<file path="src/rtl/seq_alu_pkg.sv">
// Shared types for the sequential ALU: opcodes, handshake FSM states and
// the operation select of the iterative multiply/divide core.
package seq_alu_pkg;

  typedef enum logic [3:0] {
    OP_ADD = 4'b0001,
    OP_SUB = 4'b0010,
    OP_DIV = 4'b0011,
    OP_MUL = 4'b0100,
    OP_MOD = 4'b0101
  } opcode_e;

  typedef enum logic [1:0] {
    IDLE,
    CALC,
    DONE
  } state_e;

  typedef enum logic [1:0] {
    MdMul,
    MdDiv,
    MdMod
  } md_op_e;

endpackage

</file>
<file path="src/rtl/alu_muldiv_core.sv">
// Iterative shift-add multiplier and restoring divider, one bit per cycle.
// SEQ_ALU_MOD_EN exposes the remainder as a result.
module alu_muldiv_core
  import seq_alu_pkg::*;
#(
  parameter int unsigned WIDTH = 8
) (
  input  logic               clk,
  input  logic               rstn,
  input  logic               start,
  input  md_op_e             op,
  input  logic [WIDTH-1:0]   a,
  input  logic [WIDTH-1:0]   b,
  output logic               done,
  output logic [2*WIDTH-1:0] result
);

  localparam int unsigned CntW = $clog2(WIDTH + 1);

  // Division keeps {remainder, dividend/quotient} in acc and shifts both left together.
  logic [2*WIDTH-1:0] acc_q, acc_d, x_q, x_d;
  logic [WIDTH-1:0]   y_q, y_d;
  logic [CntW-1:0]    cnt_q, cnt_d;
  logic               busy_q, busy_d;
  md_op_e             op_q, op_d;
  logic [WIDTH:0]     partial, diff;

  assign done = busy_q && (cnt_q == CntW'(WIDTH - 1));

  always_comb begin
    acc_d   = acc_q;
    x_d     = x_q;
    y_d     = y_q;
    cnt_d   = cnt_q;
    busy_d  = busy_q;
    op_d    = op_q;
    partial = {acc_q[2*WIDTH-1:WIDTH], acc_q[WIDTH-1]};
    diff    = partial - {1'b0, x_q[WIDTH-1:0]};
    if (start) begin
      op_d   = op;
      busy_d = 1'b1;
      cnt_d  = '0;
      y_d    = b;
      if (op == MdMul) begin
        acc_d = '0;
        x_d   = {{WIDTH{1'b0}}, a};
      end else begin
        acc_d = {{WIDTH{1'b0}}, a};
        x_d   = {{WIDTH{1'b0}}, b};
      end
    end else if (busy_q) begin
      cnt_d = cnt_q + CntW'(1);
      if (op_q == MdMul) begin
        if (y_q[0]) acc_d = acc_q + x_q;
        x_d = x_q << 1;
        y_d = y_q >> 1;
      end else if (!diff[WIDTH]) begin
        acc_d = {diff[WIDTH-1:0], acc_q[WIDTH-2:0], 1'b1};
      end else begin
        acc_d = {partial[WIDTH-1:0], acc_q[WIDTH-2:0], 1'b0};
      end
      if (done) busy_d = 1'b0;
    end
  end

  always_ff @(posedge clk or negedge rstn) begin
    if (!rstn) begin
      acc_q  <= '0;
      x_q    <= '0;
      y_q    <= '0;
      cnt_q  <= '0;
      busy_q <= 1'b0;
      op_q   <= MdMul;
    end else begin
      acc_q  <= acc_d;
      x_q    <= x_d;
      y_q    <= y_d;
      cnt_q  <= cnt_d;
      busy_q <= busy_d;
      op_q   <= op_d;
    end
  end

  always_comb begin
    case (op_q)
      MdMul:   result = acc_q;
`ifdef SEQ_ALU_MOD_EN
      MdMod:   result = {{WIDTH{1'b0}}, acc_q[2*WIDTH-1:WIDTH]};
`endif
      default: result = {{WIDTH{1'b0}}, acc_q[WIDTH-1:0]};
    endcase
  end

endmodule

</file>
<file path="src/rtl/seq_alu.sv">
// Multi-cycle ALU with valid/ready handshakes on both sides.
// Define SEQ_ALU_MOD_EN to enable opcode 0101 (MOD); otherwise it is invalid.
module seq_alu
  import seq_alu_pkg::*;
#(
  parameter int unsigned WIDTH = 8
) (
  input  logic               clk,
  input  logic               rstn,
  input  logic               in_valid,
  output logic               in_ready,
  input  logic [WIDTH-1:0]   a,
  input  logic [WIDTH-1:0]   b,
  input  logic [3:0]         opcode,
  output logic               out_valid,
  input  logic               out_ready,
  output logic [2*WIDTH-1:0] result,
  output logic               neg,
  output logic               err_dz,
  output logic               err_op
);

  state_e             state_q, state_d;
  logic [2*WIDTH-1:0] res_q, res_d;
  logic               neg_q, neg_d, err_dz_q, err_dz_d, err_op_q, err_op_d;
  logic               sel_core_q, sel_core_d;
  logic               md_start, md_done;
  md_op_e             md_op;
  logic [2*WIDTH-1:0] md_result, a_ext, b_ext;

  assign a_ext     = {{WIDTH{1'b0}}, a};
  assign b_ext     = {{WIDTH{1'b0}}, b};
  assign in_ready  = (state_q == IDLE);
  assign out_valid = (state_q == DONE);
  assign result    = sel_core_q ? md_result : res_q;
  assign neg       = neg_q;
  assign err_dz    = err_dz_q;
  assign err_op    = err_op_q;

  always_comb begin
    state_d    = state_q;
    res_d      = res_q;
    neg_d      = neg_q;
    err_dz_d   = err_dz_q;
    err_op_d   = err_op_q;
    sel_core_d = sel_core_q;
    md_start   = 1'b0;
    md_op      = MdMul;
    case (state_q)
      IDLE: begin
        if (in_valid) begin
          res_d      = '0;
          neg_d      = 1'b0;
          err_dz_d   = 1'b0;
          err_op_d   = 1'b0;
          sel_core_d = 1'b0;
          state_d    = DONE;
          case (opcode)
            OP_ADD: res_d = a_ext + b_ext;
            OP_SUB: begin
              res_d = a_ext - b_ext;
              neg_d = (a < b);
            end
            OP_MUL: begin
              md_start   = 1'b1;
              sel_core_d = 1'b1;
              state_d    = CALC;
            end
            OP_DIV: begin
              if (b == '0) begin
                err_dz_d = 1'b1;
              end else begin
                md_start   = 1'b1;
                md_op      = MdDiv;
                sel_core_d = 1'b1;
                state_d    = CALC;
              end
            end
`ifdef SEQ_ALU_MOD_EN
            OP_MOD: begin
              if (b == '0) begin
                err_dz_d = 1'b1;
              end else begin
                md_start   = 1'b1;
                md_op      = MdMod;
                sel_core_d = 1'b1;
                state_d    = CALC;
              end
            end
`endif
            default: err_op_d = 1'b1;
          endcase
        end
      end
      CALC: if (md_done) state_d = DONE;
      DONE: if (out_ready) state_d = IDLE;
      default: state_d = IDLE;
    endcase
  end

  always_ff @(posedge clk or negedge rstn) begin
    if (!rstn) begin
      state_q    <= IDLE;
      res_q      <= '0;
      neg_q      <= 1'b0;
      err_dz_q   <= 1'b0;
      err_op_q   <= 1'b0;
      sel_core_q <= 1'b0;
    end else begin
      state_q    <= state_d;
      res_q      <= res_d;
      neg_q      <= neg_d;
      err_dz_q   <= err_dz_d;
      err_op_q   <= err_op_d;
      sel_core_q <= sel_core_d;
    end
  end

  alu_muldiv_core #(
    .WIDTH (WIDTH)
  ) u_core (
    .clk    (clk),
    .rstn   (rstn),
    .start  (md_start),
    .op     (md_op),
    .a      (a),
    .b      (b),
    .done   (md_done),
    .result (md_result)
  );

endmodule

</file>
<file path="config.mk">
export PLATFORM = sky130hd
export DESIGN_NAME = seq_alu
export DESIGN_NICKNAME = d
export VERILOG_FILES = /design/src/rtl/seq_alu_pkg.sv /design/src/rtl/alu_muldiv_core.sv /design/src/rtl/seq_alu.sv
export SDC_FILE = /design/constraint.sdc
export NUM_CORES = 1
export LEC_CHECK = 0
export ABC_CLOCK_PERIOD_IN_PS = 3600
export BUFFER_PORTS_ARGS = -buffer_cell sky130_fd_sc_hd__buf_2
export CAP_MARGIN = 20
export CORE_MARGIN = 4
export CORE_UTILIZATION = 35
export DETAILED_ROUTE_END_ITERATION = 8
export SLEW_MARGIN = 10
export SYNTH_ARGS = -nofsm -noshare
export SYNTH_HDL_FRONTEND = slang
export SYNTH_SLANG_ARGS = --single-unit
</file>
<file path="constraint.sdc">
create_clock -name clk -period 3.6 [get_ports clk]
set_input_delay 0.36 -clock clk [delete_from_list [all_inputs] [get_ports clk]]
set_output_delay 0.36 -clock clk [all_outputs]
set_load 0.01 [all_outputs]
</file>
==> summary.txt, run 1 <==
Route
  • Routed Antenna Nets: 0
  • Final WL: 13.9 mm
  • Vias per cell: 5.57
  • Drt first pass iters: 4
  • Routed vias: 4494
  • Post-DR wirelength/cell: ~17 um
  • Remaining DRCs: 0
  • 1st-iter DRT viols: 334

Global route
  • Global-route wire length before repair: 22.8 mm
  • GRT Total Usage: 0.178
  • Number of global-route vias before repair: ~4300
  • Largest net degree at the start of global routing: 42
  • Initial antenna violation count: 0
  • Remaining global-route overflow: 0

Timing
  • Minimum clock period: around 3.0 ns
  • Fin Setup TNS: 0 ns
  • Hold WS: 0.294 ns
  • Final setup viols: 0
  • Fmax: 330 MHz
  • Final hold vios: 0
  • RSZ-0062 raised after global routing: false
  • Skew final: ~0.0067 ns
  • Final period util: 0.842
  • Final Slew Violations: 0
  • Max_slew headroom: 0.378
  • Worst-Margin Slew: 0.933 ns

Logic synthesis
  • Synth warnings: 0
  • Simple-gate area share of the yosys netlist: 0.176
  • Mapped Cells: approximately 590
  • Biggest area consumer among synthesized cells: dfrtp_1
  • Asr flop ratio synth: 1.00
  • Cell Area, Synth: roughly 0.0049 mm2
  • Top cell type's share of synthesized area: 0.318
  • Seq/Total Area, Yosys: 0.318
  • Largest cells by area after synthesis: dfrtp_1 (32%), ha_1 (10%), nand2_1 (7.6%)
  • Post-synth cell types: 67
  • Post-synthesis register bit count: 62
  • Synth Flop Type: dfrtp_1
  • Syn nets: 657
  • Synth Area in XOR/XNOR: 0.0428
  • Largest family of logic cells by synthesized area: compound AO/OA/AOI/OAI gates
  • Synth Area in Adders: 0.119
  • Mux share of post-synthesis cell area: 0.0372
  • EDFF count, synth: 0
  • Synth Area in Compound Gates: 0.257
  • Synth Area per Inst: 8.28 um2

CTS
  • Num CTS Buffers: 9
  • CTS tree: built
  • CTS resizes: 0
  • Clock tree buffer depth: 2
  • Clock root buffer: clkbuf_16
  • # clock sinks: 62
  • Reg clk slew, reported paths: ~0.060 ns
  • Clk_lat worst skew: 0.33 ns
  • Htree depth: 3
  • Cts hold-fix bufs: 0
  • Setup Fix Bufs, Post-CTS: 0

Die
  • Die W: between 100 and 150 um
  • Initial Util: 0.363
  • Core area: roughly 0.013 mm2
  • Chip height: between 100 and 150 um
  • Rows: 42
  • I/O pin cnt: 45
  • Die ar.: 0.0159 mm2

Worst hold path
  • Worst hold path class: in -> reg
  • Hold Crit Depth: 3
  • Hold Crit Start: opcode[3]

Setup path
  • Critical path peak fanout: 12
  • Worst Reg-to-Reg Cells: 11
  • Setup CP Type: reg -> reg
  • Worst Setup End Kind: flop
  • Worst setup SP type: flop
  • Crit. Startpoint: u_core.acc_q[7]
  • RR Startpoint: u_core.acc_q[7]
  • Critical Path RT: 3.82 ns
  • Data arrival time of the worst path: 3.25 ns

Finish
  • Syn-to-layout area delta: 14.6%
  • Share of cells above drive strength 1: 0.139
  • Number of diodes: 0
  • Final net count: 694
  • Commonest non-fill, non-tap cell in the layout: nand2_1
  • Most used cells in the layout excluding fill and tap cells: nand2_1 (99), dfrtp_1 (62), nor2_1 (47)

Placement
  • DPL Wire Length: about 10 mm
  • Gpl congestion: around 0.88
  • I/O Buffers: between 40 and 50

Power and ir drop
  • Pwr Total: 5.01 mW
  • Leak: about 2.6 nW
  • Max VDD drop: 0.286 mV
  • Pwr/cell area: roughly 900 mW/mm2

Flow run
  • Max cap viols: 0

Outcome
  • Outcome: complete, no violations
==> area by class of cell <==
cell class	count	area (um2)
Clock buffer	9	225
Clock inverter	7	97.6
Fill cell	1411	7860
Inverter	27	101
Multi-Input combinational cell	472	3080
Sequential cell	62	1550
Tap cell	176	220
Timing Repair Buffer	54	310
==> critical path: stages, from the launching register on <==
cell	delay, ns
dfrtp_1	0.42
inv_1	0.08
ha_1	0.16
inv_1	0.06
fa_1	0.44
a211oi_2	0.24
o21ai_2	0.12
a31oi_4	0.24
xor2_2	0.53
mux2_1	0.38
a21oi_1	0.17
a21oi_1	0.09
==> cell families (layout without fill, tap and decap cells) <==
kind of cell,Yosys count,count (layout)
and+or+nand+nor,198,198
AOI/OAI and AO/OA,190,190
DFF,62,62
buffers and inverters,55,97
adders and majority gates,44,44
xor gates and xnor gates,23,23
muxes,17,17
==> metal layers <==
metal | GRT usage | vias up | part of all wire
met4 | 0.0606 | 0 | 0.019
met1 | 0.244 | 2180 | 0.47
met5 | 0 | - | 0
met3 | 0.0309 | 20 | 0.049
li1 | - | 2178 | -
met2 | 0.283 | 116 | 0.46
==> state kept, by name, summed over array words and instances (netlist names), 2 cells and up <==
| register | count |
|---|---|
| u_core.acc_q | 16 |
| res_q | 10 |
| state_q | 2 |
| u_core.y_q | 8 |
| u_core.x_q | 16 |
| u_core.cnt_q | 4 |
==> final timing paths <==
kind	slack (ns)	end
max	0.57	u_core.acc_q[11]
max in group asynchronous	2.49	u_core.y_q[1]
min in group asynchronous	0.42	u_core.x_q[13]
min	0.29	err_op
max reg2reg	0.57	u_core.acc_q[11]
min reg2reg	0.47	err_op
==> power breakdown <==
group          switching, mW  internal, mW  total, mW
Clock                  0.336         0.608      0.943
Sequential             0.364         0.976       1.34
Combinational           1.55          1.18       2.73
==> cells in the mapped netlist (6+ instances only) <==
| cell | instances |
|---|---|
| buf_2 | 9 |
| mux2_2 | 8 |
| nand2b_1 | 6 |
| o21bai_1 | 6 |
| a31oi_1 | 15 |
| dfrtp_1 | 62 |
| a211oi_1 | 8 |
| ha_1 | 40 |
| nor2b_1 | 10 |
| nor2_1 | 47 |
| o21a_1 | 6 |
| inv_1 | 27 |
| nand2_1 | 99 |
| a21oi_1 | 44 |
| o211ai_1 | 9 |
| a21o_1 | 14 |
| mux2i_1 | 8 |
| nor3_1 | 7 |
| xnor2_1 | 7 |
| o21ai_0 | 42 |
| nand3_1 | 9 |
| clkbuf_1 | 14 |
| xor2_1 | 15 |
==> stage by stage <==
step / worst slack [ns] / instance area [um2] / std cells / utilization
finish: 0.568 / 5590 / 807 / 0.416
global route: 0.361 / 5590 / 807 / 0.416
CTS: 0.582 / 5560 / 805 / 0.413
detailed placement: 0.620 / 5240 / 789 / 0.389
global placement: 0.671 / 5240 / 789 / 0.389
floorplan: 1.10 / 4880 / 589 / -
Power figures use the tool's default switching activity.
==> run 2, diff against run 1 <==
ABC_CLOCK_PERIOD_IN_PS = 2700   (was 3600)
clock period = 2.7 ns   (was 3.6 ns; I/O delays follow)
==> summary.txt, run 2 (synthesis results as in run 1) <==
Die
  • I/O pin cnt: 45
  • Initial Util: 0.363
  • Rows: 42
  • Die W: 126 um
  • Core area: 0.0135 mm2
  • Chip height: approximately 130 um
  • Die ar.: 0.0159 mm2

Route
  • Routed vias: approximately 4600
  • Routed Antenna Nets: 0
  • Final WL: 14.4 mm
  • Remaining DRCs: 0
  • Vias per cell: 5.63
  • 1st-iter DRT viols: 312
  • Drt first pass iters: 5
  • Post-DR wirelength/cell: 17.5 um

CTS
  • Clock root buffer: clkbuf_16
  • Clock tree buffer depth: 2
  • Cts hold-fix bufs: 0
  • Reg clk slew, reported paths: 0.06 ns
  • # clock sinks: 62
  • CTS tree: built
  • Htree depth: 3
  • Num CTS Buffers: 9
  • Clk_lat worst skew: 0.33 ns

Finish
  • Commonest non-fill, non-tap cell in the layout: nand2_1
  • Most used cells in the layout excluding fill and tap cells: nand2_1 (99), dfrtp_1 (62), nor2_1 (47)
  • Fin cells: 824
  • Number of fill cells: between 1000 and 1500
  • Number of diodes: 0
  • Fin area: between 0.005 and 0.006 mm2
  • Share of cells above drive strength 1: 0.170
  • Top flop regs: u_core.acc_q x16, u_core.x_q x16, res_q x10
  • Final net count: just over 700
  • Syn-to-layout area delta: 17.1%

Outcome
  • Outcome: complete, no violations

Timing
  • Worst-Margin Slew: ~0.8 ns
  • Final WS setup: 0.142 ns
  • Max_slew headroom: 0.462
  • Final hold vios: 0
  • Minimum clock period: between 2 and 3 ns
  • Final period util: 0.948
  • Skew final: 0.00626 ns
  • Final Slew Violations: 0
  • RSZ-0062 raised after global routing: true
  • Fmax: approximately 400 MHz
  • Fin Setup TNS: 0 ns
  • Final setup viols: 0

Placement
  • DPL Wire Length: 11.1 mm
  • Placement Setup Slack: -0.00268 ns
  • Placed cell count: 805
  • Cell Area, Placed: about 0.0054 mm2
  • I/O Buffers: between 40 and 50
  • Gpl congestion: 0.891

Global route
  • Remaining global-route overflow: 0
  • GR Util met3: 0.0292
  • GRT Max-Usage Layer: met2
  • M1 GR Usage: 0.251
  • Global-route wire length before repair: 23.5 mm
  • Largest net degree at the start of global routing: 34
  • GRT Total Usage: 0.182
  • Number of global-route vias before repair: 4460
  • Initial antenna violation count: 0
  • M2 GR Usage: 0.293

Setup path
  • Critical Path RT: 2.91 ns
  • Setup CP Type: reg -> reg
  • Critical path peak fanout: 5
  • Data arrival time of the worst path: 2.77 ns
  • Worst setup SP type: flop
  • Worst Setup End Kind: flop

Power and ir drop
  • Leak: 2.65 nW
  • Pwr/cell area: between 1000 and 1500 mW/mm2
  • Max VDD drop: around 0.40 mV

Worst hold path
  • Worst hold path class: in -> async

Flow run
  • Max cap viols: 0
## run 2: final timing paths
kind	startpoint	endpoint	slack [ns]	depth (start not counted)
worst max-delay path	u_core.acc_q[7]	u_core.acc_q[10]	0.14	12
worst min-delay path	rstn	u_core.acc_q[12]	0.03	1
worst max register to register	u_core.acc_q[7]	u_core.acc_q[10]	0.14	12
worst min register to register	res_q[3]	res_q[3]	0.47	2
max in group asynchronous	rstn	u_core.y_q[6]	2.03	2
min in group clk	opcode[3]	err_op	0.22	3
## run 2: per-stage QoR
step | power (mW) | hold slack (ns) | util
after floorplan | 4.53 | -0.0256 | -
after global placement | 5.57 | 0.389 | 0.399
after detailed placement | 5.65 | 0.394 | 0.399
after CTS | 6.84 | 0.0422 | 0.422
after global routing | 7.57 | 0.0719 | 0.425
final | 7.00 | 0.0307 | 0.425
## run 2: timing repair
item                                   4_1_cts  5_1_grt
setup endpoints to repair                    2        9
pin swaps                                    0        2
endpoints found under the hold margin        0        0
gates resized for setup                      1        5
buffers inserted                             0        3
## run 2: critical path: stages, from the launching register on
cell and delay (ns):
dfrtp_1 0.37, inv_1 0.06, ha_1 0.16, inv_1 0.06, fa_2 0.38, a211oi_2 0.23
o21ai_2 0.12, a31oi_4 0.25, xor2_4 0.23, buf_4 0.16, mux2i_1 0.17, a2bb2oi_1 0.17
o21ai_1 0.08
## run 2: final cells by class
cell class	count	area (um2)	share of cell area
multi-input cells	472	3120	0.545
flip-flops and latches	62	1550	0.271
repair buffers	71	435	0.0762
clock buffers	10	229	0.0401
well taps	176	220	0.0385
inverters	27	101	0.0177
clock inverters	6	62.6	0.0109
## run 2: where the power goes
part	switching (mW)	leakage, nW	total [mW]	internal, mW
registers	0.434	0.786	1.74	1.30
clock network	0.427	0.134	1.14	0.710
logic	2.28	1.73	4.12	1.84
total	3.15	2.65	7.00	3.85
## run 2: routing by layer
metal | vias up | wire (um)
li1 | 2222 | -
met1 | 2248 | 6640
met2 | 145 | 6740
met3 | 25 | 772
met4 | 0 | 278
met5 | - | 0
==> run 3, diff against run 2 <==
--- a/config.mk
+++ b/config.mk
@@ -13,2 +13,4 @@
 export DETAILED_ROUTE_END_ITERATION = 8
+export GPL_ROUTABILITY_DRIVEN = 0
+export SKIP_LAST_GASP = 1
 export SLEW_MARGIN = 10
==> constraint.sdc (replaced) <==
create_clock -name clk -period 2.7 [get_ports clk]
set_input_delay 0.54 -clock clk [delete_from_list [all_inputs] [get_ports clk]]
set_output_delay 0.54 -clock clk [all_outputs]
set_load 0.01 [all_outputs]
==> summary.txt, run 3 (synthesis results as in run 1) <==
Outcome
  • Outcome: complete, no violations

Global route
  • Global-route wire length before repair: 23.6 mm
  • Number of global-route vias before repair: around 4500
  • GRT Total Usage: 0.183
  • Remaining global-route overflow: 0
  • Largest net degree at the start of global routing: 40
  • Initial antenna violation count: 0

Finish
  • Final net count: roughly 700
  • Top flop regs: u_core.acc_q x16, u_core.x_q x16, res_q x10
  • Commonest non-fill, non-tap cell in the layout: nand2_1
  • Number of diodes: 0
  • Most used cells in the layout excluding fill and tap cells: nand2_1 (99), dfrtp_1 (62), nor2_1 (47)
  • Number of fill cells: 1377
  • Share of cells above drive strength 1: 0.161
  • Register area: 0.00155 mm2
  • Area of the multi-input gates: 0.00311 mm2
  • Fin cells: 817
  • Syn-to-layout area delta: 16.9%

Die
  • Die W: ~130 um
  • Core area: 0.0135 mm2
  • Chip height: 126 um
  • Rows: between 40 and 50
  • Initial Util: 0.363
  • Die ar.: 0.0159 mm2
  • I/O pin cnt: 45

Timing
  • Fmax: 381 MHz
  • RSZ-0062 raised after global routing: true
  • Skew final: 0.00486 ns
  • Worst-Margin Slew: between 0.7 and 0.8 ns
  • Final setup viols: 0
  • Final hold vios: 0
  • Minimum clock period: 2.62 ns
  • Hold WS: approximately 0.20 ns
  • Max_slew headroom: 0.474
  • Fin Setup TNS: 0 ns
  • Final period util: 0.972
  • Final Slew Violations: 0

Power and ir drop
  • Max VDD drop: 0.413 mV
  • Leak: ~2.6 nW
  • Pwr Total: 7.07 mW
  • Pwr/cell area: about 1200 mW/mm2

Placement
  • I/O Buffers: 44
  • Placed cell count: 799
  • DPL Wire Length: 10.8 mm

Flow run
  • Max cap viols: 0

Setup path
  • Critical path peak fanout: 4
  • Setup CP Type: reg -> reg
  • Slowest stage cell, crit path: dfrtp_1
  • Critical Path RT: between 2 and 3 ns
  • CP Cell Sequence: inv_1, ha_2, inv_2, fa_2, a211oi_2, o21ai_2, a31oi_4, xor2_4, mux2_1, a21oi_1, a21oi_1
  • Most used cell along the critical path: a21oi_1
  • RR Startpoint: u_core.acc_q[7]
  • Worst Setup End Kind: flop
  • Data arrival time of the worst path: 2.84 ns
  • Worst reg-to-reg setup slack: around 0.075 ns
  • Delay of the slowest critical-path stage: 0.39 ns
  • Terminus of the critical flop-to-flop path: u_core.acc_q[11]
  • Worst setup SP type: flop
  • Worst Reg-to-Reg Cells: 11

Route
  • Final WL: ~14 mm
  • Remaining DRCs: 0
  • Drt first pass iters: 5
  • 1st-iter DRT viols: 294
  • Vias per cell: 5.65
  • Post-DR wirelength/cell: 17.4 um
  • Routed vias: about 4600
  • Routed Antenna Nets: 0

CTS
  • Reg clk slew, reported paths: around 0.050 ns
  • CTS tree: built
  • Num CTS Buffers: 9
  • Clock root buffer: clkbuf_16
  • Clock tree buffer depth: 2
  • # clock sinks: 62
  • Htree depth: 3
  • Clk_lat worst skew: 0.33 ns

Worst hold path
  • Worst hold path class: in -> async
-- run 3: cell count changes in the layout (fill, tap and decap cells not counted), sizes merged --
cell | before | now
buf | 71 | 64
clkinvlp | 3 | 1
bufinv | 1 | 2
clkbuf | 10 | 11
-- run 3: how the worst max path moves through the flow --
stage               slack (ns)             from  cells after the start          endpoint
floorplan                 0.20  u_core.acc_q[7]                     12  u_core.acc_q[10]
global placement          0.14  u_core.acc_q[7]                     11  u_core.acc_q[11]
detailed placement       -0.03  u_core.acc_q[7]                     12  u_core.acc_q[10]
CTS                      0.003  u_core.acc_q[7]                     12  u_core.acc_q[10]
global route             -0.05  u_core.acc_q[7]                     11  u_core.acc_q[11]
finish                    0.08  u_core.acc_q[7]                     11  u_core.acc_q[11]
-- run 3: layout make-up --
type | count | share of cell area
Multi-Input combinational cell | 472 | 0.545
Timing Repair Buffer | 64 | 0.0685
Tap cell | 176 | 0.0386
Clock inverter | 5 | 0.0143
Clock buffer | 11 | 0.0443
Sequential cell | 62 | 0.272
Inverter | 27 | 0.0178
-- run 3: metal layers --
metal  vias up  GRT usage  share of wire
li1       2199          -              -
met1      2246      0.246           0.46
met2       143      0.296           0.46
met3        30     0.0275          0.056
met4         0     0.0763          0.026
met5         -          0              0
-- run 3: power breakdown --
part / switching [mW] / total, mW / internal [mW]
logic: 2.23 / 4.01 / 1.78
registers: 0.462 / 1.76 / 1.30
clock network: 0.428 / 1.29 / 0.858
-- run 3: repair_timing --
action                                  in CTS  in global routing
buffers inserted                             0                  2
endpoints found under the setup margin       3                  7
gates cloned                                 0                  0
pin swaps                                    1                  4
hold buffers                                 0                  0
gates resized for setup                      1                  6
-- run 3: worst max-delay path, delay by kind of cell (launching register included) --
kind / cells / cell delay (ns)
xor+xnor: 1 / 0.26
mux: 1 / 0.35
compound gates: 5 / 0.86
buf+inv: 2 / 0.11
fa+ha+maj: 2 / 0.55
flops: 1 / 0.39
-- run 3: per-stage QoR --
step	setup slack [ns]	area, um2	utilization
after floorplan	0.199	4880	-
after global placement	0.136	5330	0.396
after detailed placement	-0.0271	5330	0.396
after CTS	0.00324	5670	0.422
after global routing	-0.0480	5700	0.424
final	0.0752	5700	0.424
